===== config.mk =====
export PLATFORM = sky130hd
export DESIGN_NAME = pc_redirect_ctrl
export DESIGN_NICKNAME = d
export VERILOG_FILES = /design/src/rtl/pc_redirect_ctrl_pkg.sv /design/src/rtl/PC_JUMP_MUX.sv /design/src/rtl/pc_redirect_ctrl.sv
export SDC_FILE = /design/constraint.sdc
export NUM_CORES = 1
export LEC_CHECK = 0
export BUFFER_PORTS_ARGS = -buffer_cell sky130_fd_sc_hd__buf_2
export CORE_ASPECT_RATIO = 0.8
export CORE_MARGIN = 4
export CORE_UTILIZATION = 30
export CTS_CLUSTER_SIZE = 8
export DETAILED_ROUTE_END_ITERATION = 7
export GPL_TIMING_DRIVEN = 1
export PLACE_DENSITY_LB_ADDON = 0.12
export SLEW_MARGIN = 20
export SYNTH_ARGS = -nofsm -noshare
export SYNTH_HDL_FRONTEND = slang
export SYNTH_SLANG_ARGS = --single-unit

===== constraint.sdc =====
create_clock -name clk -period 5.59 [get_ports clk]
set_input_delay 0.8385 -clock clk [delete_from_list [all_inputs] [get_ports clk]]
set_output_delay 0.8385 -clock clk [all_outputs]
set_load 0.005 [all_outputs]

===== src/rtl/pc_redirect_ctrl_pkg.sv =====
// Shared next-PC macros, state encodings and constants for the PC redirect controller.
// The macro block is guarded so it may be seen by several compilation units.
`ifndef PC_REDIRECT_DEFINES
`define PC_REDIRECT_DEFINES
`define PC_BUS        16
`define PC_JUMP       1'b1
`define PC_ADD        1'b0
`define PC_ST_RUN     1'b0
`define PC_ST_PENDING 1'b1
`endif

package pc_redirect_ctrl_pkg;

  localparam int   PC_BUS_W = `PC_BUS;
  localparam logic OP_JUMP  = `PC_JUMP;
  localparam logic OP_ADD   = `PC_ADD;

  typedef enum logic {
    ST_RUN     = `PC_ST_RUN,
    ST_PENDING = `PC_ST_PENDING
  } state_e;

endpackage


===== src/rtl/PC_JUMP_MUX.sv =====
// Next-PC select: redirect target when the op is JUMP, sequential PC otherwise.
// Purely combinational.
module PC_JUMP_MUX
  import pc_redirect_ctrl_pkg::*;
#(
  parameter int W = PC_BUS_W
) (
  input  logic         PC_jump_op,
  input  logic [W-1:0] PC_add,
  input  logic [W-1:0] PC_jump,
  output logic [W-1:0] PC_new
);

  assign PC_new = (PC_jump_op == OP_JUMP) ? PC_jump : PC_add;

endmodule


===== src/rtl/pc_redirect_ctrl.sv =====
// Fetch-PC register with redirect handling: a redirect blocked by fetch_ready is parked
// in PENDING and applied on the first accepted fetch; stall only holds sequential advance.
module pc_redirect_ctrl
  import pc_redirect_ctrl_pkg::*;
#(
  parameter int                  PC_WIDTH  = PC_BUS_W,
  parameter logic [PC_WIDTH-1:0] RESET_PC  = '0,
  parameter int                  PC_STEP   = 1,
  parameter int                  CNT_WIDTH = 16
) (
  input  logic                 clk,
  input  logic                 rst,
  input  logic                 fetch_ready,
  input  logic                 stall,
  input  logic                 jump_valid,
  input  logic [PC_WIDTH-1:0]  jump_target,
  output logic [PC_WIDTH-1:0]  PC,
  output logic [PC_WIDTH-1:0]  PC_add,
  output logic [PC_WIDTH-1:0]  PC_jump,
  output logic                 PC_jump_op,
  output logic                 flush,
  output logic [CNT_WIDTH-1:0] redirect_cnt
);

  state_e               r_state;
  state_e               w_state_nxt;
  logic [PC_WIDTH-1:0]  r_pc;
  logic [PC_WIDTH-1:0]  r_pend_tgt;
  logic                 r_flush;
  logic [CNT_WIDTH-1:0] r_cnt;

  logic                 w_jump_op;
  logic [PC_WIDTH-1:0]  w_pc_jump;
  logic [PC_WIDTH-1:0]  w_pc_add;
  logic [PC_WIDTH-1:0]  w_pc_new;
  logic                 w_pc_load;
  logic                 w_redir_load;
  logic                 w_accept;
  logic                 w_capture;

  assign w_pc_add  = r_pc + PC_WIDTH'(PC_STEP);
  assign w_pc_jump = (r_state == ST_PENDING) ? r_pend_tgt : jump_target;

  always_comb begin
    w_state_nxt  = r_state;
    w_jump_op    = OP_ADD;
    w_pc_load    = 1'b0;
    w_redir_load = 1'b0;
    w_accept     = 1'b0;
    w_capture    = 1'b0;
    case (r_state)
      ST_RUN: begin
        if (jump_valid) begin
          w_accept = 1'b1;
          if (fetch_ready) begin
            w_jump_op    = OP_JUMP;
            w_pc_load    = 1'b1;
            w_redir_load = 1'b1;
          end else begin
            w_capture   = 1'b1;
            w_state_nxt = ST_PENDING;
          end
        end else if (fetch_ready && !stall) begin
          w_pc_load = 1'b1;
        end
      end
      ST_PENDING: begin
        // New redirects are ignored here: the parked one is older and wins.
        if (fetch_ready) begin
          w_jump_op    = OP_JUMP;
          w_pc_load    = 1'b1;
          w_redir_load = 1'b1;
          w_state_nxt  = ST_RUN;
        end
      end
      default: w_state_nxt = ST_RUN;
    endcase
  end

  PC_JUMP_MUX #(
    .W (PC_WIDTH)
  ) u_jump_mux (
    .PC_jump_op (w_jump_op),
    .PC_add     (w_pc_add),
    .PC_jump    (w_pc_jump),
    .PC_new     (w_pc_new)
  );

  always_ff @(posedge clk) begin
    if (rst) begin
      r_state    <= ST_RUN;
      r_pc       <= RESET_PC;
      r_pend_tgt <= '0;
      r_flush    <= 1'b0;
      r_cnt      <= '0;
    end else begin
      r_state <= w_state_nxt;
      r_flush <= w_accept;
      if (w_pc_load)
        r_pc <= w_pc_new;
      if (w_capture)
        r_pend_tgt <= jump_target;
      if (w_redir_load && (r_cnt != {CNT_WIDTH{1'b1}}))
        r_cnt <= r_cnt + CNT_WIDTH'(1);
    end
  end

  assign PC           = r_pc;
  assign PC_add       = w_pc_add;
  assign PC_jump      = w_pc_jump;
  assign PC_jump_op   = w_jump_op;
  assign flush        = r_flush;
  assign redirect_cnt = r_cnt;

endmodule


-- Word-level counts from Yosys, hierarchy flattened
Cells that the tools add are included.
- input bits: 21
- flip-flop bits (word level): 50
- word-level logic and storage cells: 26
- reductions and logical operators: 4
- mux-type cells: 13
- bitwise gates (word level): 1
- add/subtract/negate cells: 2
- eq/ne operators: 1
- operators with widths (operator ; count):
    $add 16x1->16 const B ; 2
    $mux 16 ; 2
    $ne 16x16->1 const B ; 1
    $mux 1 ; 8
    $pmux 1 s2 ; 3
    $logic_and 1x1->1 ; 2
    $reduce_or 2->1 ; 1
    $logic_not 1->1 ; 1
    $not 1->1 ; 1

-- Longest topological paths before layout
Gate-level depths: netlist of run 1.
- depth after elaboration: 5
- depth in mapped cells: 8
- gate-level depth less buffers: 5

-- Hierarchy
A second synthesis of run 1 with hierarchy kept.
- cell total of the unflattened synthesis: 316
- area, all modules: 2681.3 sq um
- modules (own cells, without submodules) (module ; cells each ; seq. area each (sq um) ; area each (sq um) ; times used):
    pc_redirect_ctrl ; 298 ; 1001.0 ; 2432.3 ; 1
    PC_JUMP_MUX ; 18 ; 0.0 ; 249.0 ; 1

-- Worst setup path before layout of run 1
Ideal clock, no wire load.
- path kind: register to output
- from: register r_pc[0] (netlist: PC[0])
- to: output PC_add[12]
- data required time: 4752 ps
- slack: 3328 ps
- arrival time: 1423 ps
- cell stages (with the launch flop): 6
- path buffers: 0
- path through: dfxtp_1 > ha_1 > nand3_1 > nor2_1 > nand3_1 > xnor2_1
- longest elaborated chain between the ends: 1
- ends and longest elaborated chain (what ; line ; text):
    start, declared ; pc_redirect_ctrl.sv:27 ; logic [PC_WIDTH-1:0] r_pc;
    start signal, assigned ; pc_redirect_ctrl.sv:100 ; r_pc <= w_pc_new;
    $add 16x1->16 ; pc_redirect_ctrl.sv:41 ; assign w_pc_add = r_pc + PC_WIDTH'(PC_STEP);
    end, declared ; pc_redirect_ctrl.sv:18 ; output logic [PC_WIDTH-1:0] PC_add,
No other way between the ends.

-- Final worst setup path of run 1
Same ends and word-level chain as after synthesis.

==> flow_metrics.env, run 1 <==
export IMPL_cts_buffers=5
export IMPL_synthMuxAreaShare_pct=7.55
export IMPL_grt_pass1_vias=2448
export IMPL_grt_use_met3_pct=3.96
export IMPL_syn_inst=332
export IMPL_synth_top_family_by_area="simple AND/OR/NAND/NOR gates"
export IMPL_slew_violations=0
export IMPL_r2r_start="r_state"
export IMPL_syn_area_per_cell_um2=7.99
export IMPL_syn_nets=355
export IMPL_max_slew_margin_pct=34.6
export IMPL_rsz0062_at_grt="no"
export IMPL_ys_flop_type="dfxtp_1"
export IMPL_crit_type="reg2out"
export IMPL_clk_latency_ps=300
export IMPL_fin_crit_ps=2950
export IMPL_cts_htree_levels=2
export IMPL_fp_dieH_um=92.1
export IMPL_cts_tree="done"
export IMPL_cp_arrival_ps=2110
export IMPL_multi_input_area_um2=1540
export IMPL_finalSetupTns_ps=0
export IMPL_coreArea_um2=8560
export IMPL_fin_util_pct=38.0
export IMPL_grt_antenna_before_repair=0
export IMPL_setup_violations_final=0
export IMPL_dieArea_um2=10400
export IMPL_layout_drive_gt1_share_pct=28.6
export IMPL_cp_startpoint="PC[0]"
export IMPL_netlist_area_um2=2650
export IMPL_grt_pass1_wl_mm=12.5
export IMPL_path_clk_slew_ps=90
export IMPL_grtUsageTotal_pct=14.6
export IMPL_fillCellCount=918
export IMPL_wire_per_inst_um=14.7
export IMPL_use_met1_pct=21.1
export IMPL_hp_start="r_pend_tgt[10]"
export IMPL_via_per_inst=5.00
export IMPL_post_cts_setup_buffer_count=0
export IMPL_grt_overflow=0
export IMPL_critical_path_required_ps=4750
export IMPL_ir_drop_uv=104
export IMPL_worst_pin_slew_ps=981
export IMPL_power_mw=0.762
export IMPL_hold_path_depth=2
export IMPL_synth_simple_area_share_pct=25.6
export IMPL_yosys_top_cells_area="dfxtp_1 38%, nand2_1 7.1%, mux2_2 6.8%"
export IMPL_status="finished, final reports clean"
export IMPL_synthAdderAreaFrac_pct=0.944
export IMPL_post_cts_resized=0
export IMPL_rows=30
export IMPL_clock_skew_ps=5.75
export IMPL_synth_seq_cells=50
export IMPL_dp_slack_ps=2970
export IMPL_vias=2583
export IMPL_finalCritPeriodShare_pct=52.8
export IMPL_drc=0
export IMPL_worst_slack_ps=2640
export IMPL_leakage_nw=1.30
export IMPL_clock_sinks=50
export IMPL_maxCapViolCount=0
export IMPL_numPortBuffers=86
export IMPL_die_x_um=113
export IMPL_routed_wl_mm=7.62
export IMPL_area_sequential_um2=1000
export IMPL_synth_commonest_cells="50 x dfxtp_1, 50 x nand2_1, 31 x a21oi_1"
export IMPL_worst_r2r_cell_count=5
export IMPL_ys_types=34
export IMPL_ant_nets=0
export IMPL_crit_path_max_fanout=10
export IMPL_cts_hold_buf=0
export IMPL_final_nets=427
export IMPL_synth_top_area_share_pct=37.8
export IMPL_async_reset_ff_share_pct=0
export IMPL_hold_path_class="reg2reg"
export IMPL_synth_compound_area_share_pct=16.2
export IMPL_grt_busiest_layer="met2"
export IMPL_cts_root_buf="clkbuf_8"
export IMPL_cp_end_kind="output port"
export IMPL_clock_path_buffers=2
export IMPL_synth_edf_count=0
export IMPL_max_freq_mhz=339
export IMPL_pin_count=87
export IMPL_grtUsageMet2_pct=21.4
export IMPL_synth_top_cell_by_area="dfxtp_1"
export IMPL_hpwl_mm=5.57
export IMPL_antenna_cells=0
export IMPL_initial_utilization_pct=31.0
export IMPL_drtIter0Drc=121
export IMPL_firstDrtPassIters=4
export IMPL_syn2layout_area_growth_pct=22.7
export IMPL_grt_start_max_net_pins=51
export IMPL_gp_congestion=0.778
export IMPL_hold_viol_final=0
export IMPL_yosysWarnings=0
export IMPL_critPathLaunchType="flop"
export IMPL_ys_seq_area_share_pct=37.8
export IMPL_p_per_area_nw_per_um2=234
export IMPL_synthXorXnorAreaFrac_pct=7.60
[final timing paths]
kind         slack [ps]               end
max                2640        PC_add[12]
min                 460    r_pend_tgt[10]
max reg2reg        3060  redirect_cnt[14]
min reg2reg         460    r_pend_tgt[10]
[per-layer routing]
metal	wire (µm)	vias up	share of wire, %
met1	3820	1188	50
met4	60	0	0.79
met5	0	-	0
met3	457	6	6.0
met2	3280	70	43
li1	-	1319	-
[registers in the layout, indices dropped and copies added (netlist names)]
name / count
PC: 16
r_state: 1
r_pend_tgt: 16
flush: 1
redirect_cnt: 16
[cell families after synthesis]
group,count (synthesis)
AOI/OAI and AO/OA,69
muxes,18
adders and majority gates,2
and+or+nand+nor,141
DFF,50
buffers and inverters,29
xor gates and xnor gates,23
[layout by cell type, fill, tap and decap left out, types with 8 or more instances in the layout]
cell      instances
nor2_1           26
dfxtp_1          50
a211oi_1          8
xnor2_1          14
a21oi_1          31
mux2_2           16
xor2_1            9
nand2_1          50
nand4_1          10
nand3_1          13
or3_1            15
buf_2            86
[critical path, stage by stage (launching register included)]
cell	delay, ps
dfxtp_1	440
ha_1	250
nand3_1	330
nor2_1	370
nand3_1	140
xnor2_1	150
buf_2	130
[power breakdown]
| group | leakage, nW | internal (mW) | total, mW | switching (mW) |
|---|---|---|---|---|
| clock network | 0.0524 | 0.134 | 0.254 | 0.120 |
| registers | 0.408 | 0.372 | 0.393 | 0.0212 |
| logic | 0.837 | 0.0542 | 0.114 | 0.0602 |
| total | 1.30 | 0.560 | 0.762 | 0.201 |
[metrics by stage]
stage	hold slack [ps]	std cells	cell area, µm²
after floorplan	433	332	2650
after global routing	481	517	3250
after CTS	458	517	3250
after global placement	438	509	3140
after detailed placement	443	509	3150
final	457	517	3250
[area by class of cell]
cell class                      instances  area share [%]
Multi-Input combinational cell        253            47.2
Sequential cell                        50            30.8
Timing Repair Buffer                   88            13.7
Tap cell                              112            4.31
Clock buffer                            7            2.35
Clock inverter                          1           0.923
Inverter                                6           0.693
No activity file was read; power rests on OpenSTA's default activity.
==> inputs of run 2 (changes only) <==
==> constraint.sdc (replaced) <==
create_clock -name clk -period 3.01 [get_ports clk]
set_input_delay 0.4515 -clock clk [delete_from_list [all_inputs] [get_ports clk]]
set_output_delay 0.4515 -clock clk [all_outputs]
set_load 0.005 [all_outputs]
==> flow_metrics.env, run 2 (synthesis gave the netlist of run 1 again) <==
export IMPL_status="finished, final reports clean"
export IMPL_clock_path_buffers=2
export IMPL_cts_root_buf="clkbuf_8"
export IMPL_max_freq_mhz=423
export IMPL_pin_count=87
export IMPL_numPortBuffers=86
export IMPL_slew_violations=0
export IMPL_max_slew_margin_pct=34.7
export IMPL_rsz0062_at_grt="no"
export IMPL_dieArea_um2=10400
export IMPL_r2r_setup_slack_ps=1000
export IMPL_grt_pass1_wl_mm=12.6
export IMPL_worst_pin_slew_ps=980
export IMPL_post_cts_setup_buffer_count=0
export IMPL_p_per_area_nw_per_um2=425
export IMPL_cp_startpoint="PC[0]"
export IMPL_hold_path_depth=3
export IMPL_wire_per_inst_um=14.8
export IMPL_setup_violations_final=0
export IMPL_worst_r2r_cell_count=5
export IMPL_grtUsageTotal_pct=14.8
export IMPL_cts_hold_buf=0
export IMPL_clock_skew_ps=7.38
export IMPL_hold_viol_final=0
export IMPL_cts_htree_levels=2
export IMPL_grt_start_max_net_pins=51
export IMPL_clk_latency_ps=300
export IMPL_path_clk_slew_ps=90
export IMPL_crit_type="reg2out"
export IMPL_hp_start="jump_target[3]"
export IMPL_die_x_um=113
export IMPL_finalCritPeriodShare_pct=78.6
export IMPL_gp_congestion=0.785
export IMPL_layout_commonest_cell="buf_2"
export IMPL_rows=30
export IMPL_hpwl_mm=5.71
export IMPL_grt_pass1_vias=2470
export IMPL_initial_utilization_pct=31.0
export IMPL_ir_drop_uv=182
export IMPL_stdcell_count=522
export IMPL_clock_sinks=50
export IMPL_cp_end_kind="output port"
export IMPL_coreArea_um2=8560
export IMPL_r2r_start="redirect_cnt[0]"
export IMPL_cp_arrival_ps=1910
export IMPL_fin_crit_ps=2370
export IMPL_r2r_end="redirect_cnt[14]"
export IMPL_finalSetupTns_ps=0
export IMPL_power_mw=1.40
export IMPL_crit_path_max_fanout=10
export IMPL_vias=2636
export IMPL_drc=0
export IMPL_grt_overflow=0
export IMPL_final_nets=432
export IMPL_layout_drive_gt1_share_pct=29.8
export IMPL_dp_cells=514
export IMPL_cts_buffers=5
export IMPL_drtIter0Drc=160
export IMPL_firstDrtPassIters=4
export IMPL_fp_dieH_um=92.1
export IMPL_leakage_nw=1.33
export IMPL_grt_antenna_before_repair=0
export IMPL_mostFrequentLayoutCells="86 x buf_2, 50 x dfxtp_1, 50 x nand2_1, 31 x a21oi_1, 27 x nor2_1"
export IMPL_critical_path_required_ps=2560
export IMPL_critPathLaunchType="flop"
export IMPL_cts_tree="done"
export IMPL_syn2layout_area_growth_pct=24.1
export IMPL_ant_nets=0
export IMPL_worstSetupEndpoint="PC_add[12]"
export IMPL_antenna_cells=0
export IMPL_maxCapViolCount=0
export IMPL_routed_wl_mm=7.75
export IMPL_post_cts_resized=0
export IMPL_hold_path_class="in2reg"
export IMPL_via_per_inst=5.05
[run 2: cell types whose count changed in the layout (fill, tap and decap cells not counted), sizes merged]
cell,change
buf,+5
bufinv,-1
clkbuf,+1
[run 2: worst min-delay path by stage]
stage	to	slack (ps)
floorplan	r_pend_tgt[0]	430
global placement	r_pend_tgt[9]	440
detailed placement	r_pend_tgt[13]	450
CTS	r_pend_tgt[3]	370
global route	r_pend_tgt[5]	390
finish	r_pend_tgt[3]	390
[run 2: area by class of cell]
cell class | count | area (µm²)
well taps | 112 | 140
clock buffers | 8 | 110
flip-flops and latches | 50 | 1000
multi-input cells | 253 | 1530
repair buffers | 93 | 483
fillers | 922 | 5270
inverters | 6 | 22.5
[run 2: critical path, stage by stage (launching register included)]
cell and delay (ps):
dfxtp_1 440, ha_1 240, nand3_1 90, buf_4 190
nor2_1 260, nand3_1 140, xnor2_1 140, buf_2 120
[run 2: per-layer routing]
metal / wire length, µm / up-vias / GRT usage, %
met5: 0 / - / 0
met3: 487 / 5 / 3.69
met4: 55 / 0 / 2.70
met1: 3840 / 1237 / 21.4
met2: 3360 / 65 / 22.2
li1: - / 1329 / -
[run 2: power by group]
| group | switching (mW) | internal (mW) |
|---|---|---|
| clock | 0.221 | 0.233 |
| combinational | 0.116 | 0.104 |
| sequential | 0.0341 | 0.691 |
| total | 0.372 | 1.03 |
[run 2: stage by stage]
step	hold slack, ps	utilization, %	cell area, µm²	setup slack [ps]
floorplan	433	-	2650	1120
global placement	438	37.2	3180	1010
detailed placement	447	37.2	3180	968
CTS	371	38.5	3290	612
global route	385	38.5	3290	418
finish	387	38.5	3290	644
